===== config.mk =====
export PLATFORM = sky130hd
export DESIGN_NAME = spi_slave_flat
export DESIGN_NICKNAME = d
export VERILOG_FILES = /design/src/rtl/spi_pkg.sv /design/src/rtl/spi_slave_if.sv /design/src/rtl/spi_piso.sv /design/src/rtl/spi_slave.sv /design/src/flat_wrapper.sv
export SDC_FILE = /design/constraint.sdc
export NUM_CORES = 1
export LEC_CHECK = 0
export ABC_CLOCK_PERIOD_IN_PS = 5400
export CAP_MARGIN = 10
export CORE_UTILIZATION = 25
export DETAILED_ROUTE_END_ITERATION = 6
export PLACE_DENSITY_LB_ADDON = 0.1
export SYNTH_ARGS = -nofsm -noshare
export SYNTH_HDL_FRONTEND = slang
export SYNTH_SLANG_ARGS = --single-unit

===== constraint.sdc =====
create_clock -name clk -period 5.4 [get_ports clk]
set_input_delay 1.08 -clock clk [delete_from_list [all_inputs] [get_ports clk]]
set_output_delay 1.08 -clock clk [all_outputs]
set_load 0.05 [all_outputs]

===== src/rtl/spi_pkg.sv =====
// spi_pkg: shared types and constants for the SPI slave front end.
// Holds the FSM state enum, the command codes and the frame width.
package spi_pkg;

    localparam int DATA_W  = 8;
    localparam int FRAME_W = DATA_W + 2;

    localparam logic [1:0] CMD_WR_ADDR = 2'b00;
    localparam logic [1:0] CMD_WR_DATA = 2'b01;
    localparam logic [1:0] CMD_RD_ADDR = 2'b10;
    localparam logic [1:0] CMD_RD_DATA = 2'b11;

    typedef enum logic [2:0] {
        IDLE,
        CHK_CMD,
        WRITE,
        READ,
        WAIT_TX,
        SEND,
        DONE
    } state_t;

endpackage


===== src/rtl/spi_slave_if.sv =====
// spi_slave_if: serial pins plus the RAM-side parallel bundle.
// slave = the SPI slave block, master = whatever drives it.
interface spi_slave_if #(
    parameter int DATA_W = spi_pkg::DATA_W
);
    logic              SS_n;
    logic              MOSI;
    logic              MISO;
    logic [DATA_W+1:0] rx_data;
    logic              rx_valid;
    logic [DATA_W-1:0] tx_data;
    logic              tx_valid;

    modport slave (
        input  SS_n, MOSI, tx_data, tx_valid,
        output MISO, rx_data, rx_valid
    );

    modport master (
        output SS_n, MOSI, tx_data, tx_valid,
        input  MISO, rx_data, rx_valid
    );
endinterface


===== src/rtl/spi_piso.sv =====
// spi_piso: parallel-load, MSB-first shift-out register with a
// registered serial output that idles at 0 when not loading/shifting.
module spi_piso #(
    parameter int DATA_W = 8
) (
    input  logic              clk,
    input  logic              rst_n,
    input  logic              load,
    input  logic              shift,
    input  logic [DATA_W-1:0] din,
    output logic              q
);

    logic [DATA_W-1:0] sr;

    // MSB goes straight to q on load; the rest queue up in sr.
    always_ff @(posedge clk or negedge rst_n) begin
        if (!rst_n) begin
            sr <= '0;
            q  <= 1'b0;
        end else if (load) begin
            sr <= {din[DATA_W-2:0], 1'b0};
            q  <= din[DATA_W-1];
        end else if (shift) begin
            sr <= {sr[DATA_W-2:0], 1'b0};
            q  <= sr[DATA_W-1];
        end else begin
            q  <= 1'b0;
        end
    end

endmodule


===== src/rtl/spi_slave.sv =====
// spi_slave: receives 10-bit command frames on MOSI, strobes them to
// the RAM, and serialises returned read bytes on MISO.
module spi_slave
    import spi_pkg::*;
#(
    parameter int DATA_W = 8
) (
    input  logic        clk,
    input  logic        rst_n,
    spi_slave_if.slave  bus
);

    localparam int FW = DATA_W + 2;

    state_t            state, state_d;
    logic [3:0]        cnt, cnt_d;
    logic [FW-2:0]     sh, sh_d;
    logic [FW-1:0]     rxd_d;
    logic              rxv_d;
    logic              load, shift;

    // State, counters, input shifter and registered rx outputs.
    always_ff @(posedge clk or negedge rst_n) begin
        if (!rst_n) begin
            state        <= IDLE;
            cnt          <= '0;
            sh           <= '0;
            bus.rx_data  <= '0;
            bus.rx_valid <= 1'b0;
        end else begin
            state        <= state_d;
            cnt          <= cnt_d;
            sh           <= sh_d;
            bus.rx_data  <= rxd_d;
            bus.rx_valid <= rxv_d;
        end
    end

    // Next-state decode; SS_n high outside IDLE aborts the frame.
    always_comb begin
        state_d = state;
        cnt_d   = cnt;
        sh_d    = sh;
        rxd_d   = bus.rx_data;
        rxv_d   = 1'b0;
        load    = 1'b0;
        shift   = 1'b0;
        if (state != IDLE && bus.SS_n) begin
            state_d = IDLE;
            cnt_d   = '0;
        end else begin
            unique case (state)
                IDLE: begin
                    if (!bus.SS_n) begin
                        state_d = CHK_CMD;
                        cnt_d   = '0;
                    end
                end
                CHK_CMD: begin
                    sh_d    = {sh[FW-3:0], bus.MOSI};
                    cnt_d   = 4'(FW - 2);
                    state_d = bus.MOSI ? READ : WRITE;
                end
                WRITE, READ: begin
                    sh_d = {sh[FW-3:0], bus.MOSI};
                    if (cnt == 4'd0) begin
                        rxd_d   = {sh, bus.MOSI};
                        rxv_d   = 1'b1;
                        state_d = (sh[FW-2:FW-3] == CMD_RD_DATA)
                                ? WAIT_TX : DONE;
                    end else begin
                        cnt_d = cnt - 4'd1;
                    end
                end
                WAIT_TX: begin
                    if (bus.tx_valid) begin
                        load    = 1'b1;
                        cnt_d   = 4'(DATA_W - 2);
                        state_d = SEND;
                    end
                end
                SEND: begin
                    shift = 1'b1;
                    if (cnt == 4'd0) begin
                        state_d = DONE;
                    end else begin
                        cnt_d = cnt - 4'd1;
                    end
                end
                DONE: begin
                    state_d = DONE;
                end
                default: begin
                    state_d = IDLE;
                    cnt_d   = '0;
                end
            endcase
        end
    end

    spi_piso #(
        .DATA_W (DATA_W)
    ) u_piso (
        .clk   (clk),
        .rst_n (rst_n),
        .load  (load),
        .shift (shift),
        .din   (bus.tx_data),
        .q     (bus.MISO)
    );

endmodule


===== src/flat_wrapper.sv =====
// flat-port wrapper written by rule: the top's interface ports become plain ports
module spi_slave_flat import spi_pkg::*;
#(
    parameter int DATA_W = 8
)
  (clk, rst_n, bus_SS_n, bus_MOSI, bus_tx_data, bus_tx_valid, bus_MISO, bus_rx_data, bus_rx_valid);
  spi_slave_if #(.DATA_W(DATA_W)) bus_i ();
  input  logic clk;
  input  logic rst_n;
  input wire logic [$bits(bus_i.SS_n)-1:0] bus_SS_n;
  input wire logic [$bits(bus_i.MOSI)-1:0] bus_MOSI;
  input wire logic [$bits(bus_i.tx_data)-1:0] bus_tx_data;
  input wire logic [$bits(bus_i.tx_valid)-1:0] bus_tx_valid;
  output wire logic [$bits(bus_i.MISO)-1:0] bus_MISO;
  output wire logic [$bits(bus_i.rx_data)-1:0] bus_rx_data;
  output wire logic [$bits(bus_i.rx_valid)-1:0] bus_rx_valid;
  assign bus_i.SS_n = bus_SS_n;
  assign bus_i.MOSI = bus_MOSI;
  assign bus_i.tx_data = bus_tx_data;
  assign bus_i.tx_valid = bus_tx_valid;
  assign bus_MISO = bus_i.MISO;
  assign bus_rx_data = bus_i.rx_data;
  assign bus_rx_valid = bus_i.rx_valid;
  spi_slave #(.DATA_W(DATA_W)) u_core (.clk(clk), .rst_n(rst_n), .bus(bus_i));
endmodule

==> summary.txt <==
Outcome
  • Status: completed

Global routing
  • Largest net degree at the start of global routing: 36
  • First-pass GRT wire length: 5.754 mm
  • GRT busiest layer: met2
  • Gr usage total: 0.1064
  • Vias in the first global route: 1177
  • Initial antenna violation count: 0
  • Met1 usage: 0.1361
  • Met3 Usage GRT: 0.03380
  • Total gr overflow: 0
  • Met2 Use GR: 0.1602

Critical path
  • CP max FO: 11
  • Required time worst endpoint: 5.58 ns
  • WS Path Type: in2reg
  • R2R setup slack: 3.03 ns
  • CP cell instances: clkdlybuf4s50_1 > nor2_1 > nand3_1 > inv_1 > a211oi_4 > mux2_4
  • Max incr delay on CP: roughly 0.72 ns
  • Crit path DAT: roughly 3.3 ns
  • Worst Path Buf+Inv: 2
  • CP Launch Type: input port
  • CP top delay family: buffers and inverters
  • Slowest-stage cell, CP: clkdlybuf4s50_1
  • CP Capture Type: register

Placed design
  • Port Buffers: 24
  • Dpl hpwl: 2.285 mm
  • GPL Wtd Cong: 0.7891
  • Placed Area: about 1900 um^2

Synth
  • Sequential share of the synthesized area: 0.5356
  • Synth warn: 0
  • Syn Std Cell Area: ~1600 um^2
  • Syn_nets: roughly 170
  • Flops & latches, synth: 35
  • Post-synth top area share: 0.5356
  • Mean post-synth cell area: 10.69 um^2
  • Gate Count Post-Synth: 153
  • Synth top area cells: dfrtp_1 54%, nand2_1 9.9%, mux2_1 6.9%
  • Unique cell type count in the Yosys netlist: 38
  • Cell taking the most area after synthesis: dfrtp_1

Floorplanning
  • Initial Util: 0.2575
  • Row count: 29
  • Die Width: about 83 um
  • Die height: a little over 80 um
  • Full die area: about 6900 um^2
  • IO Count: 25
  • Core ar.: 6350 um^2

Timing
  • Hold WS: 0.4777 ns
  • Crit share post-route: 0.5783
  • Fin. max-slew vios: 0
  • Sum Neg Setup Slack: 0 ns
  • Final Hold Viols: 0
  • Slew @ Worst Pin: ~0.52 ns
  • Setup violations, final: 0
  • Fin Clk Skew: 0.007118 ns
  • RSZ-0062 raised after global routing: false
  • Post-route minimum period: 3.123 ns
  • Relative slew slack: 0.6533
  • Fmax: 320.2 MHz

CTS
  • Maximum root-to-sink buffer count: 2
  • Later-pin clock latency in the skew report: 0.29 ns
  • PostCTS Resize Cnt: 0
  • # clock sinks: 35
  • CTS H-Tree Depth: 2
  • Hold-fix buffers, CTS: 0
  • CTS Buf Count: 5
  • Post-CTS Setup Bufs: 0
  • CTS Root Cell: clkbuf_8
  • CTS tree: done
  • Reg clk slew, reported paths: 0.07 ns

Routing
  • Drt first pass iters: 4
  • Vias post-DR: 1149
  • Routed WL: between 3 and 4 mm
  • WL per Instance: 12.79 um
  • Initial DRC Count: 74
  • DRC viols: 0
  • Final ANT Viol Nets: 0
  • DR vias/cell: ~4.5

Finish
  • Commonest non-fill, non-tap cell in the layout: nand2_1
  • Fill count: 626
  • Area of the multi-input gates: about 690 um^2
  • Register area: 875.8 um^2
  • Share of layout cells above drive strength 1: 0.1173
  • Design area: between 2000 and 2500 um^2
  • Area Overhead vs Synth: 25.33%
  • Ant diodes: 0
  • Most frequent cells in the layout: 43 x nand2_1, 35 x dfrtp_1, 24 x clkdlybuf4s50_1, 10 x mux2_1, 7 x a22oi_1
  • Nets: 192

Power and ir drop
  • Power Dens Cells: between 500 and 600 nW/um^2
  • Max VDD drop: between 0.2 and 0.25 mV
  • Tot Pwr: about 1.2 mW
  • Leakage: 0.9315 nW

Worst hold path
  • Hold crit path type: reg2reg

Run
  • Max_cap viols: 0
-- metrics by stage --
step           instances  utilization  setup WS, ns
2_1_floorplan        153            -         3.250
3_3_place_gp         248       0.3050         2.021
3_5_place_dp         248       0.3050         1.912
4_1_cts              256       0.3228         2.230
5_1_grt              256       0.3228         2.022
6_report             256       0.3228         2.277
-- path summary, 6_finish.rpt --
path,startpoint,to,cells past startpoint
setup / recovery,bus_SS_n,u_core.cnt[2]$_DFFE_PN0P_,6
hold / removal,u_core.u_piso.sr[7]$_DFFE_PN0P_,u_core.u_piso.sr[7]$_DFFE_PN0P_,2
setup reg to reg,u_core.cnt[0]$_DFFE_PN0P_,u_core.cnt[2]$_DFFE_PN0P_,7
hold reg to reg,u_core.u_piso.sr[7]$_DFFE_PN0P_,u_core.u_piso.sr[7]$_DFFE_PN0P_,2
max in group asynchronous,rst_n,u_core.bus.rx_data[2]$_DFFE_PN0P_,2
min in group asynchronous,rst_n,u_core.cnt[3]$_DFFE_PN0P_,2
-- worst reg2reg max path: stages (launching register included) --
cell and delay [ns]:
dfrtp_1 0.42, inv_1 0.06, ha_1 0.22, nor3b_2 0.18
nand3_1 0.36, inv_1 0.33, a211oi_4 0.36, mux2_4 0.33
-- state kept, by name (all words and copies together) (netlist names) --
signal	flops
u_core.bus.rx_data	10
u_core.sh	9
u_core.u_piso.sr	7
u_core.cnt	4
u_core.state	3
u_core.bus.rx_valid	1
u_core.u_piso.q	1
-- area by class of cell --
cell class,instances,area share
sequential,35,0.4273
clock inverter,3,0.02137
multi-input combinational,105,0.3388
inverter,6,0.01099
clock buffer,5,0.03358
tap,77,0.04701
timing repair buffer,25,0.1209
-- where the power goes --
part	total (mW)	internal (mW)	switching (mW)
clock	0.236	0.137	0.0985
combinational	0.511	0.218	0.293
sequential	0.460	0.370	0.0900
-- layer usage --
| layer | share of wire | vias up |
|---|---|---|
| met5 | 0 | - |
| met4 | 0.021 | 0 |
| met3 | 0.053 | 7 |
| met2 | 0.46 | 28 |
| met1 | 0.47 | 545 |
| li1 | - | 569 |
-- cells by family after synthesis --
family                   after synthesis  share of synthesized area
AND/OR/NAND/NOR                       64                     0.1874
flip-flops                            35                     0.5356
AO/OA/AOI/OAI                         24                     0.1171
buffers and inverters                 13                    0.03978
multiplexers                          13                    0.09640
XOR/XNOR                               3                    0.01607
adder cells (fa/ha/maj)                1                   0.007650
-- cell usage after synthesis --
cell type	number
o22ai_4	1
xor2_1	2
a22o_1	1
and3_1	1
or2b_2	1
nor2_1	5
nor3b_2	1
nor4b_2	1
a2111oi_0	1
o21ai_0	3
inv_1	6
and4_1	1
o22ai_1	2
mux2_1	10
a211oi_4	1
nand3_1	1
or3b_4	1
o21ai_2	1
o211ai_1	1
o21ai_1	1
ha_1	1
buf_6	1
buf_4	1
buf_2	4
o22a_1	1
nand2b_1	2
a32oi_1	1
mux2_4	3
nand2_1	43
a22oi_1	7
clkbuf_1	1
xnor2_1	1
nor3_1	2
and2b_2	1
a21oi_1	3
dfrtp_1	35
nor2b_1	3
nor2b_2	1
Note: power is estimated with default switching activity, not from simulation.
